[config.mk]
export PLATFORM = sky130hd
export DESIGN_NAME = bomb_scheduler
export DESIGN_NICKNAME = d
export VERILOG_FILES = /design/src/rtl/bomb_scheduler.sv
export SDC_FILE = /design/constraint.sdc
export NUM_CORES = 1
export LEC_CHECK = 0
export ABC_AREA = 1
export CAP_MARGIN = 10
export CORE_AREA = 2 2 91 93
export CTS_CLUSTER_DIAMETER = 120
export DETAILED_ROUTE_END_ITERATION = 10
export DIE_AREA = 0 0 93 95
export PLACE_DENSITY_LB_ADDON = 0.2
export SETUP_SLACK_MARGIN = 0.2
export SLEW_MARGIN = 30
export SYNTH_ARGS = -nofsm -noshare
export SYNTH_HDL_FRONTEND = slang
export SYNTH_SLANG_ARGS = --single-unit
[constraint.sdc]
create_clock -name clk -period 3.8 [get_ports clk]
set_input_delay 0.57 -clock clk [delete_from_list [all_inputs] [get_ports clk]]
set_output_delay 0.57 -clock clk [all_outputs]
set_load 0.1 [all_outputs]
[src/rtl/bomb_scheduler.sv]
// rtl/bomb_scheduler.sv - bomb slot allocation, fuse and blast timing for the player sprite
//
// Purpose: takes the player's bomb key and pixel position, snaps the position to the
// tile grid, hands the bomb to the lowest free slot and runs each slot through
// IDLE -> ARMED -> EXPLODE -> IDLE, counting fuse and blast time in frames.
// Optional feature macro: CHAIN_REACTION_EN (an exploding slot sets off armed slots
// in its row/column within BLAST_CELLS tiles, one hop per frame).
//
// Ports:
//   clk, reset      system clock, synchronous active-high reset
//   startOfFrame    one-cycle pulse per frame
//   place_bomb      bomb key (level)
//   player_x/y      signed player top-left position in pixels
//   already_placed  registered, 1 = no free slot
//   bomb_armed      per-slot ARMED flag
//   bomb_exploding  per-slot EXPLODE flag
//   bomb_x/bomb_y   per-slot snapped coordinates, 11 bits per slot
//   explode_pulse   one cycle after any ARMED->EXPLODE transition
module bomb_scheduler #(
    parameter int NUM_BOMBS    = 2,
    parameter int GRID         = 32,
    parameter int FUSE_FRAMES  = 90,
    parameter int BLAST_FRAMES = 30,
    parameter int BLAST_CELLS  = 2
) (
    input  logic                      clk,
    input  logic                      reset,
    input  logic                      startOfFrame,
    input  logic                      place_bomb,
    input  logic signed [10:0]        player_x,
    input  logic signed [10:0]        player_y,
    output logic                      already_placed,
    output logic [NUM_BOMBS-1:0]      bomb_armed,
    output logic [NUM_BOMBS-1:0]      bomb_exploding,
    output logic [11*NUM_BOMBS-1:0]   bomb_x,
    output logic [11*NUM_BOMBS-1:0]   bomb_y,
    output logic                      explode_pulse
);

`ifdef CHAIN_REACTION_EN
    localparam bit CHAIN_EN = 1'b1;
`else
    localparam bit CHAIN_EN = 1'b0;
`endif

    localparam int          MAXF      = (FUSE_FRAMES > BLAST_FRAMES) ? FUSE_FRAMES : BLAST_FRAMES;
    localparam int          CW        = $clog2(MAXF + 1);
    localparam logic [10:0] SNAP_MASK = ~11'(GRID - 1);
    localparam logic [11:0] REACH     = 12'(BLAST_CELLS * GRID);

    typedef enum logic [1:0] {S_IDLE, S_ARMED, S_EXPLODE} slot_state_t;

    slot_state_t       state     [NUM_BOMBS];
    slot_state_t       state_nxt [NUM_BOMBS];
    logic [CW-1:0]     cnt       [NUM_BOMBS];
    logic [CW-1:0]     cnt_nxt   [NUM_BOMBS];
    logic [10:0]       bx        [NUM_BOMBS];
    logic [10:0]       bx_nxt    [NUM_BOMBS];
    logic [10:0]       by        [NUM_BOMBS];
    logic [10:0]       by_nxt    [NUM_BOMBS];
    logic              prev_key;

    logic                 req, neg, dup, any_idle, grant, pulse_nxt;
    logic [10:0]          cx, cy;
    logic [NUM_BOMBS-1:0] chain_hit;

    // Coordinates are never negative once stored, so a 12-bit difference is exact.
    function automatic logic axis_near(input logic [10:0] a, input logic [10:0] b);
        logic [11:0] d;
        d = {1'b0, a} - {1'b0, b};
        if (d[11]) d = -d;
        return d <= REACH;
    endfunction

    function automatic logic in_reach(input logic [10:0] ax, input logic [10:0] ay,
                                      input logic [10:0] ex, input logic [10:0] ey);
        return ((ay == ey) && axis_near(ax, ex)) || ((ax == ex) && axis_near(ay, ey));
    endfunction

    always_comb begin
        req       = place_bomb & ~prev_key;
        cx        = player_x & SNAP_MASK;
        cy        = player_y & SNAP_MASK;
        neg       = player_x[10] | player_y[10];
        any_idle  = 1'b0;
        dup       = 1'b0;
        chain_hit = '0;
        pulse_nxt = 1'b0;
        for (int i = 0; i < NUM_BOMBS; i++) begin
            if (state[i] == S_IDLE) any_idle = 1'b1;
            else if (bx[i] == cx && by[i] == cy) dup = 1'b1;
        end
        // Chain source is judged on the registered state, so the chain advances one hop per frame.
        for (int i = 0; i < NUM_BOMBS; i++) begin
            for (int j = 0; j < NUM_BOMBS; j++) begin
                if (CHAIN_EN && state[i] == S_ARMED && state[j] == S_EXPLODE &&
                    in_reach(bx[i], by[i], bx[j], by[j]))
                    chain_hit[i] = 1'b1;
            end
        end
        grant = req & ~neg & ~dup;
        for (int i = 0; i < NUM_BOMBS; i++) begin
            state_nxt[i] = state[i];
            cnt_nxt[i]   = cnt[i];
            bx_nxt[i]    = bx[i];
            by_nxt[i]    = by[i];
            case (state[i])
                S_IDLE: begin
                    // Loop order gives the lowest-index idle slot; grant is consumed once.
                    if (grant) begin
                        state_nxt[i] = S_ARMED;
                        cnt_nxt[i]   = CW'(FUSE_FRAMES);
                        bx_nxt[i]    = cx;
                        by_nxt[i]    = cy;
                        grant        = 1'b0;
                    end
                end
                S_ARMED: begin
                    if (startOfFrame) begin
                        if (cnt[i] == CW'(1) || chain_hit[i]) begin
                            state_nxt[i] = S_EXPLODE;
                            cnt_nxt[i]   = CW'(BLAST_FRAMES);
                            pulse_nxt    = 1'b1;
                        end else begin
                            cnt_nxt[i] = cnt[i] - CW'(1);
                        end
                    end
                end
                S_EXPLODE: begin
                    if (startOfFrame) begin
                        if (cnt[i] == CW'(1)) begin
                            state_nxt[i] = S_IDLE;
                            bx_nxt[i]    = '0;
                            by_nxt[i]    = '0;
                        end else begin
                            cnt_nxt[i] = cnt[i] - CW'(1);
                        end
                    end
                end
                default: state_nxt[i] = S_IDLE;
            endcase
        end
    end

    always_ff @(posedge clk) begin
        if (reset) begin
            prev_key       <= 1'b1;
            already_placed <= 1'b0;
            explode_pulse  <= 1'b0;
            for (int i = 0; i < NUM_BOMBS; i++) begin
                state[i] <= S_IDLE;
                cnt[i]   <= '0;
                bx[i]    <= '0;
                by[i]    <= '0;
            end
        end else begin
            prev_key       <= place_bomb;
            already_placed <= ~any_idle;
            explode_pulse  <= pulse_nxt;
            for (int i = 0; i < NUM_BOMBS; i++) begin
                state[i] <= state_nxt[i];
                cnt[i]   <= cnt_nxt[i];
                bx[i]    <= bx_nxt[i];
                by[i]    <= by_nxt[i];
            end
        end
    end

    for (genvar g = 0; g < NUM_BOMBS; g++) begin : g_out
        assign bomb_armed[g]         = (state[g] == S_ARMED);
        assign bomb_exploding[g]     = (state[g] == S_EXPLODE);
        assign bomb_x[11*g +: 11]    = bx[g];
        assign bomb_y[11*g +: 11]    = by[g];
    end

endmodule

==> reports/results.txt <==
Hold WC Path Type - flip-flop to flip-flop
arrival time worst endpoint - 2.15 ns
port bufs - 45
largest net degree at the start of global routing - 23
fraction of layout cells with a size suffix above 1 - 0.0556
Post-Syn Instances - 498
top_reg_cell synth - dfxtp_1
Slew @ Worst Pin - 0.987 ns
chip height - 95 um
post-synthesis sequential area ratio - 0.292
synthesized-area fraction occupied by adder cells - 0.0527
full die area - 8840 um2
post_cts resized - 0
outcome - finished, final reports clean
placer congestion estimate - 0.860
final worst path period share - 0.716
# clock sinks - 45
dpl hpwl - 5.31 mm
worst path required time - 3.23 ns
CTS tree - built
Starting Density - 0.390
first-pass GRT wire length - 11.9 mm
Synth Warn # - 0
main combinational cell family by area after synthesis - simple AND/OR/NAND/NOR gates
Reg clk slew, reported paths - 0.10 ns
Fin. Hold Viols - 0
post-synthesis simple-gate area fraction - 0.378
total wire length - 7.01 mm
Post-Synthesis Cell Area - 3090 um2
antenna-violating nets left - 0
Setup-failing EPs final - 0
num rows - 33
vias after detailed routing - 2,921
cell taking the most area after synthesis - dfxtp_1
Worst Path Max Fanout - 5
Vias/cell - 4.53
nets - 578
mux cell area share after synthesis - 0
Root Driver - clkbuf_8
WL/cell - 10.9 um
vias in the first global route - 2,702
RSZ-0062 raised after global routing - no
clock skew - 0.0120 ns
Max clock buf depth - 2
max-cap viol count - 0
PwrDens - 914 nW/um2
synth top area cells - dfxtp_1 29%, nand2_1 18%, nor2_1 10%
compound-cell area share of the yosys netlist - 0.0608
worst slack, placed - 1.17 ns
H-tree levels - 2
Worst Setup Start Kind - flip-flop
DRC - 0
P_leak - 1.82 nW
Iteration-0 DRC Markers - 97
Die Wd - 93 um
First-pass DRT Iterations - 4
CP Capture Type - output port
GR Overflow Total - 0
Final min period - 2.72 ns
Core Box Area - 7930 um2
Synth async-reset ratio - 0
Setup CP Type - flip-flop to output port
VDD IR max - 430 uV
Ports - 76
post-CTS setup buffer count - 0
maximum clock frequency - 368 MHz
Netlist cell types - 32
syn avg cell area - 6.20 um2
slew margin rel. - 0.340
# diodes - 0
Area growth syn-to-layout - 17.3%
Clk Latency, worst-skew pair - 0.31 ns
number of flops mapped to enable cells by yosys - 0
flops & latches, synth - 45
share of the synthesized area in the top cell type - 0.292
all-layer global routing usage - 0.167
Final Worst Setup Slack - 1.08 ns
CTS buffer count - 5
initial antenna violation count - 0
Slew Limit Fails - 0
Hold-fix buffers, CTS - 0
TNS Setup - 0 ns
XOR/XNOR share of the synthesized area - 0.0397
worst paths after layout:
path / startpoint / endpoint / slack, ns / cells after the start
max: state[0][3] / bomb_armed[1] / 1.08 / 3
min: bx[0][10] / bx[0][10] / 0.49 / 2
max reg2reg: state[0][2] / cnt[0][12] / 1.59 / 9
min reg2reg: bx[0][10] / bx[0][10] / 0.49 / 2
worst max-delay path, stage by stage, from the launching register on:
cell and delay, ns:
dfxtp_1 0.33, inv_1 0.09, ha_1 0.25, clkdlybuf4s50_1 1.17
logic make-up after synthesis:
family / count (synthesis)
compound gates: 33
flops: 45
buf+inv: 115
simple gates: 277
xor+xnor: 14
other cells: 1
fa+ha+maj: 13
cells in the mapped netlist, types with 4 or more instances:
cell      number
xnor2_1        8
buf_4         25
nand3_1       14
clkbuf_1       4
inv_1         75
nand2_1      144
dfxtp_1       45
xor2_1         6
inv_2          5
o21ai_0       18
ha_1          13
nand4_1       17
nor3_1         5
a21oi_1        9
nor2_1        86
flip-flops by register name, indices dropped and copies added, names as in the netlist:
signal and cells:
by 12, already_placed 1, prev_key 1, explode_pulse 1, bx 12, state 4
cnt 14
area by class of cell:
type	count	area (um2)
Clock buffer	6	82.6
Clock inverter	2	13.8
Fill cell	866	4310
Inverter	81	304
Multi-Input combinational cell	357	1710
Sequential cell	45	901
Tap cell	105	131
Timing Repair Buffer	49	475
metrics by stage:
step / std cells / util / area [um2] / total power, W / hold slack [ns]
finish: 645 / 0.457 / 3620 / 0.00331 / 0.486
global route: 645 / 0.457 / 3620 / 0.00359 / 0.512
CTS: 645 / 0.457 / 3620 / 0.00333 / 0.488
detailed placement: 637 / 0.445 / 3530 / 0.00299 / 0.472
global placement: 637 / 0.445 / 3530 / 0.00297 / 0.462
floorplan: 517 / - / 3160 / 0.00262 / 0.464
metal layers:
metal  global-route usage  wire [um]  up-vias
met2                0.289       3130       72
met4               0.0527        157        0
met5                    0          0        -
li1                     -          -     1552
met1                0.209       3360     1280
met3               0.0327        357       17
layout by cell type (no fill, tap or decap):
| master | instances |
|---|---|
| o21ai_0 | 18 |
| nor2_1 | 86 |
| clkbuf_8 | 6 |
| a21oi_2 | 1 |
| a22oi_1 | 1 |
| nor4_1 | 1 |
| clkdlybuf4s50_1 | 43 |
| clkinv_1 | 1 |
| nor3b_1 | 1 |
| nor3_2 | 1 |
| clkinv_2 | 1 |
| o21bai_4 | 1 |
| a211oi_1 | 1 |
| dfxtp_1 | 45 |
| nand2_2 | 1 |
| nand3_1 | 14 |
| nor2_2 | 2 |
| nand4_1 | 17 |
| xor2_1 | 6 |
| o21ai_1 | 2 |
| nand2_1 | 144 |
| clkinv_4 | 1 |
| nand3_2 | 3 |
| a21oi_1 | 9 |
| nand3_4 | 1 |
| xnor2_1 | 8 |
| conb_1 | 20 |
| buf_4 | 6 |
| ha_1 | 13 |
| inv_2 | 5 |
| nand2_4 | 1 |
| inv_1 | 75 |
| nor3_1 | 5 |
power breakdown:
| part | internal [W] | total [W] | leakage [nW] | switching, W |
|---|---|---|---|---|
| combinational | 0.000620 | 0.00225 | 1.40 | 0.00163 |
| clock | 0.000148 | 0.000328 | 0.0512 | 0.000180 |
| sequential | 0.000617 | 0.000732 | 0.368 | 0.000115 |
Power figures use the tool's default switching activity.
